`src/rtl/hilo_issue_queue.sv`:
```
// In-order issue queue for the HI/LO functional unit, capturing late GPR and HI/LO operands.
// Optional HILO_IQ_BYPASS_EN: an empty queue issues a fully ready dispatch in the same cycle.
`ifndef INST_STATE_WD
`define INST_STATE_WD 8
`endif

module hilo_issue_queue #(
    parameter int DEPTH  = 4,
    parameter int TAG_WD = 6
) (
    input  logic                      clk,
    input  logic                      resetn,
    input  logic                      flush,
    input  logic                      in_valid,
    output logic                      in_ready,
    input  logic [11:0]               in_op,
    input  logic [`INST_STATE_WD-1:0] in_inst_status,
    input  logic                      in_src1_rdy,
    input  logic [TAG_WD-1:0]         in_src1_tag,
    input  logic [31:0]               in_src1_data,
    input  logic                      in_src2_rdy,
    input  logic [TAG_WD-1:0]         in_src2_tag,
    input  logic [63:0]               in_src2_data,
    input  logic                      gpr_wb_valid,
    input  logic [TAG_WD-1:0]         gpr_wb_tag,
    input  logic [31:0]               gpr_wb_data,
    input  logic                      hilo_wb_valid,
    input  logic [TAG_WD-1:0]         hilo_wb_tag,
    input  logic [63:0]               hilo_wb_data,
    input  logic                      fu_busy,
    output logic                      issue,
    output logic [11:0]               issue_op,
    output logic [`INST_STATE_WD-1:0] issue_inst_status,
    output logic [31:0]               issue_rdata1,
    output logic [63:0]               issue_rdata2,
    output logic [$clog2(DEPTH):0]    count
);
    localparam int PTR_WD = $clog2(DEPTH);
    localparam int CNT_WD = PTR_WD + 1;
    localparam logic [CNT_WD-1:0] FULL_CNT = CNT_WD'(DEPTH);
    localparam logic [CNT_WD-1:0] CNT_ONE  = CNT_WD'(1);
    localparam logic [PTR_WD-1:0] PTR_ONE  = PTR_WD'(1);

    logic [DEPTH-1:0]          valid_q, valid_d;
    logic [DEPTH-1:0]          s1_rdy_q, s1_rdy_d;
    logic [DEPTH-1:0]          s2_rdy_q, s2_rdy_d;
    logic [11:0]               op_q      [DEPTH];
    logic [11:0]               op_d      [DEPTH];
    logic [`INST_STATE_WD-1:0] st_q      [DEPTH];
    logic [`INST_STATE_WD-1:0] st_d      [DEPTH];
    logic [TAG_WD-1:0]         s1_tag_q  [DEPTH];
    logic [TAG_WD-1:0]         s1_tag_d  [DEPTH];
    logic [TAG_WD-1:0]         s2_tag_q  [DEPTH];
    logic [TAG_WD-1:0]         s2_tag_d  [DEPTH];
    logic [31:0]               s1_data_q [DEPTH];
    logic [31:0]               s1_data_d [DEPTH];
    logic [63:0]               s2_data_q [DEPTH];
    logic [63:0]               s2_data_d [DEPTH];
    logic [PTR_WD-1:0]         head_q, head_d, tail_q, tail_d;
    logic [CNT_WD-1:0]         count_q, count_d;

    logic        in_s1_rdy, in_s2_rdy;
    logic [31:0] in_s1_data;
    logic [63:0] in_s2_data;
    logic        head_rdy, pop, push, bypass;

    assign in_ready = (count_q != FULL_CNT) & ~flush;
    assign count    = count_q;

    // A broadcast in the dispatch cycle is folded into the operands being written.
    assign in_s1_rdy  = in_src1_rdy | (gpr_wb_valid & (gpr_wb_tag == in_src1_tag));
    assign in_s1_data = in_src1_rdy ? in_src1_data : gpr_wb_data;
    assign in_s2_rdy  = in_src2_rdy | (hilo_wb_valid & (hilo_wb_tag == in_src2_tag));
    assign in_s2_data = in_src2_rdy ? in_src2_data : hilo_wb_data;

    assign head_rdy = valid_q[head_q] & s1_rdy_q[head_q] & s2_rdy_q[head_q];
    assign pop      = head_rdy & ~fu_busy & ~flush;
`ifdef HILO_IQ_BYPASS_EN
    assign bypass   = (count_q == '0) & in_valid & in_s1_rdy & in_s2_rdy & ~fu_busy & ~flush;
`else
    assign bypass   = 1'b0;
`endif
    assign push     = in_valid & in_ready & ~bypass;
    assign issue    = pop | bypass;

    always_comb begin
        issue_op          = '0;
        issue_inst_status = '0;
        issue_rdata1      = '0;
        issue_rdata2      = '0;
        if (pop) begin
            issue_op          = op_q[head_q];
            issue_inst_status = st_q[head_q];
            issue_rdata1      = s1_data_q[head_q];
            issue_rdata2      = s2_data_q[head_q];
        end
`ifdef HILO_IQ_BYPASS_EN
        else if (bypass) begin
            issue_op          = in_op;
            issue_inst_status = in_inst_status;
            issue_rdata1      = in_s1_data;
            issue_rdata2      = in_s2_data;
        end
`endif
    end

    // NOTE: every _d signal takes its _q value first, so no path through this block infers a latch.
    always_comb begin
        valid_d   = valid_q;
        s1_rdy_d  = s1_rdy_q;
        s2_rdy_d  = s2_rdy_q;
        op_d      = op_q;
        st_d      = st_q;
        s1_tag_d  = s1_tag_q;
        s2_tag_d  = s2_tag_q;
        s1_data_d = s1_data_q;
        s2_data_d = s2_data_q;

        for (int i = 0; i < DEPTH; i++) begin
            if (valid_q[i] & ~s1_rdy_q[i] & gpr_wb_valid & (gpr_wb_tag == s1_tag_q[i])) begin
                s1_rdy_d[i]  = 1'b1;
                s1_data_d[i] = gpr_wb_data;
            end
            if (valid_q[i] & ~s2_rdy_q[i] & hilo_wb_valid & (hilo_wb_tag == s2_tag_q[i])) begin
                s2_rdy_d[i]  = 1'b1;
                s2_data_d[i] = hilo_wb_data;
            end
        end

        // Push and pop never share a slot: push needs a non-full queue, pop a non-empty one.
        if (push) begin
            valid_d[tail_q]   = 1'b1;
            op_d[tail_q]      = in_op;
            st_d[tail_q]      = in_inst_status;
            s1_rdy_d[tail_q]  = in_s1_rdy;
            s1_tag_d[tail_q]  = in_src1_tag;
            s1_data_d[tail_q] = in_s1_data;
            s2_rdy_d[tail_q]  = in_s2_rdy;
            s2_tag_d[tail_q]  = in_src2_tag;
            s2_data_d[tail_q] = in_s2_data;
        end
        if (pop) begin
            valid_d[head_q] = 1'b0;
        end

        head_d = pop  ? head_q + PTR_ONE : head_q;
        tail_d = push ? tail_q + PTR_ONE : tail_q;
        unique case ({push, pop})
            2'b10:   count_d = count_q + CNT_ONE;
            2'b01:   count_d = count_q - CNT_ONE;
            default: count_d = count_q;
        endcase
    end

    // NOTE: non-blocking assignments here so every register samples pre-edge values.
    always_ff @(posedge clk) begin
        if (!resetn || flush) begin
            valid_q <= '0;
            head_q  <= '0;
            tail_q  <= '0;
            count_q <= '0;
        end else begin
            valid_q <= valid_d;
            head_q  <= head_d;
            tail_q  <= tail_d;
            count_q <= count_d;
        end
    end

    // NOTE: entry payload is left unreset; nothing reads it unless its valid bit is set.
    always_ff @(posedge clk) begin
        s1_rdy_q  <= s1_rdy_d;
        s2_rdy_q  <= s2_rdy_d;
        op_q      <= op_d;
        st_q      <= st_d;
        s1_tag_q  <= s1_tag_d;
        s2_tag_q  <= s2_tag_d;
        s1_data_q <= s1_data_d;
        s2_data_q <= s2_data_d;
    end

endmodule
```
`config.mk`:
```
export PLATFORM = sky130hd
export DESIGN_NAME = hilo_issue_queue
export DESIGN_NICKNAME = d
export VERILOG_FILES = /design/src/rtl/hilo_issue_queue.sv
export SDC_FILE = /design/constraint.sdc
export NUM_CORES = 1
export LEC_CHECK = 0
export CAP_MARGIN = 20
export CORE_MARGIN = 8
export CORE_UTILIZATION = 45
export CTS_CLUSTER_DIAMETER = 200
export DETAILED_ROUTE_END_ITERATION = 16
export GPL_ROUTABILITY_DRIVEN = 0
export MAX_ROUTING_LAYER = met4
export PLACE_DENSITY = 0.65
export SETUP_SLACK_MARGIN = 0.5
export SLEW_MARGIN = 10
export SYNTH_ARGS = -nofsm -noshare
export SYNTH_HDL_FRONTEND = slang
export SYNTH_SLANG_ARGS = --single-unit
```
`constraint.sdc`:
```
create_clock -name clk -period 7.39 [get_ports clk]
set_clock_uncertainty 0.1 [all_clocks]
set_input_delay 1.478 -clock clk [delete_from_list [all_inputs] [get_ports clk]]
set_output_delay 1.478 -clock clk [all_outputs]
set_load 0.02 [all_outputs]
```
==> results.yml <==
setup_path:
  path_buf_inv: 3
  startpoint: "flush"
  slowest_delay_ns: 0.61
  end_kind: "primary output"
  critPathKind: "input pin to primary output"
  cpMostUsedCell: "clkdlybuf4s50_1"
  slowest_stage: "clkdlybuf4s50_1"
  start_kind: "input pin"
  rr_startpoint: "head_q[0]"
  rrSetupSlack_ns: 3.36
  worstPathMaxFanout: 68
  crit_chain: "clkdlybuf4s50_1 > a311o_1 > a31oi_4 > buf_4 > and2_1 > clkdlybuf4s50_1"
  arrival_ns: 4.04
  cp.required_ns: 5.81
  cp_top_family: "buffers and inverters"
global_route:
  gr-total-overflow: 0
  antenna_found_initial: 23
  grt_max_degree: 91
  grt_pass1_vias: 20600
  grt_pass1_wl_mm: 118
  grtUsageTotal_pct: 24.5
finish:
  filler_cell_count: 4709
  drive_above_1_share_pct: 11.0
  multi_input_area_um2: 10000
  instances_no_fill: 3439
  syn_to_final_growth_pct: 23.2
  fin_util_pct: 55.7
  seqCellArea_um2: 11900
  nets: 2925
synthesis:
  synth_top_family_by_area: "compound AO/OA/AOI/OAI gates"
  synthFlopType: "dfxtp_1"
  synth_cell_types: 43
  netlist_instances: 2386
  synth.most_common_cell: "inv_1"
  synth_seq_cells: 531
  netlist.area_leader.share_pct: 32.6
  synth-simple-area-share_pct: 11.1
  synthTopCellsByCount: "inv_1, dfxtp_1, nor2_1"
  yosysSeqAreaShare_pct: 48.2
  syn_avg_cell_area_um2: 10.4
  synth-compound-area-share_pct: 15.6
  syn_area_um2: 24700
  yosysWarnings: 0
  synth_mux_area_share_pct: 11.0
  synth-adder-area-share_pct: 0.536
  syn_nets: 2641
  synth_xor_area_share_pct: 2.23
  async_flop_share_pct: 0
  synth_top_cell_by_area: "dfxtp_1"
  synth_edf_count: 128
  synthTopCellsByArea: "dfxtp_1, edfxtp_1, a221oi_1"
sta:
  slew-limit-headroom_pct: 29.8
  hold_ws_ns: 0.355
  final-hold-violation-count: 0
  fmax_mhz: 178
  finalSetupTns_ns: 0
  slew_violations: 0
  period_share_pct: 76.0
  rsz0062_at_grt: "false"
  fin_crit_ns: 5.62
  worst_pin_slew_ns: 1.05
  setup_violations: 0
  timing.final.ws_setup_ns: 1.77
clock_network:
  cts_setup_buffers: 0
  clockRootBuffer: "clkbuf_16"
  clockBufferDepth: 3
  cts_hold_buf: 0
  htreeDepth: 2
  numCtsBuffers: 56
  clk_pin_slew_ns: 0.06
  cts_sinks: 531
  cts_tree: "yes"
  clk_latency_ns: 0.61
  cts_resized: 0
pwr:
  p_leak_nw: 13.7
  ir_drop_v: 0.000222
  power.density_nw_per_um2: 229
drt:
  wl_per_cell_um: 22.7
  drc: 0
  vias: 19600
  vias_per_cell: 5.71
  first_pass_iters: 5
  detail-route-antenna-nets: 0
  drtIter0Drc: 1519
  wl_mm: 77.9
min_path:
  hp-start: "s2_data_q[94]"
  hold_path_class: "flop to flop"
die:
  chipWidth_um: 250
  floorplan.initialDensity_pct: 45.2
  core_um2: 54700
  dieArea_um2: 62700
  fp-row-count: 86
  chipHeight_um: 250
  ios: 366
flow_run:
  maxCapViolCount: 0
placement:
  post-dp-hpwl_mm: 46.4
  port_buffers: 365
  place_ws_ns: 1.77
  place_inst: 3316
status:
  status: "completed"
==> cells in the final DEF (no fill, tap or decap), types with 5 or more instances in the layout <==
cell type,count
a21oi_1,13
a221oi_1,357
a221oi_2,28
a31o_2,7
and2_1,120
buf_4,28
clkbuf_1,9
clkbuf_16,57
clkbuf_8,15
clkdlybuf4s50_1,365
clkinv_2,10
dfxtp_1,401
diode_2,24
edfxtp_1,128
ha_1,9
inv_1,490
mux2i_1,10
mux4_2,116
nand2_1,7
nand3b_1,8
nand4_1,7
nor2_1,391
nor3_1,10
nor4_1,8
o21ai_0,5
xor2_1,59
==> metrics by stage <==
step / cell area, um2 / power, mW
finish: 30500 / 6.98
global route: 30500 / 7.24
CTS: 30400 / 7.03
detailed placement: 28600 / 4.23
global placement: 28600 / 4.18
floorplan: 24700 / 3.89
==> worst paths after layout <==
| kind | to | cells past startpoint |
|---|---|---|
| worst max-delay path | issue_rdata2[21] | 6 |
| worst min-delay path | s2_data_q[94] | 2 |
| worst max register to register | count[2] | 10 |
| worst min register to register | s2_data_q[94] | 2 |
==> worst register-to-register path: cells and delay by family (launching register included) <==
family | cells | cell delay (ns)
buf+inv | 3 | 1.43
simple gates | 2 | 0.51
fa+ha+maj | 2 | 0.70
xor+xnor | 1 | 0.14
flops | 1 | 0.82
compound gates | 2 | 0.25
==> kinds of logic (layout without fill, tap and decap cells) <==
group | Yosys count | after routing
compound gates | 424 | 424
other cells | 0 | 24
simple gates | 573 | 573
xor+xnor | 63 | 63
fa+ha+maj | 10 | 10
flops | 531 | 531
buf+inv | 659 | 984
mux | 126 | 126
==> layer usage <==
metal | GRT usage [%] | part of all wire, % | up-vias
met1 | 29.1 | 40 | 9657
met2 | 40.2 | 49 | 841
met5 | - | 0 | -
li1 | - | - | 8991
met3 | 5.46 | 8.1 | 135
met4 | 10.0 | 2.5 | 0
==> state kept, by name (all words and copies together) (netlist names) <==
name and cells:
s2_data_q 256, s1_data_q 128, op_q 48, st_q 32
s1_tag_q 24, s2_tag_q 24, s1_rdy_q 4, s2_rdy_q 4
valid_q 4, count 3, head_q 2, tail_q 2
==> where the power goes <==
group          leakage, nW  internal [mW]  switching [mW]
clock                0.909           1.65            1.15
combinational         8.31          0.435           0.363
sequential            4.49           3.25           0.132
total                 13.7           5.33            1.65
==> layout make-up <==
type,count,share of cell area [%]
diodes,24,0.197
clock buffers,81,5.47
clock inverters,18,0.534
inverters,491,6.05
multi-input cells,1196,33.0
flip-flops and latches,531,39.1
well taps,704,2.89
repair buffers,394,12.8
(Power assumes the default switching activity.)
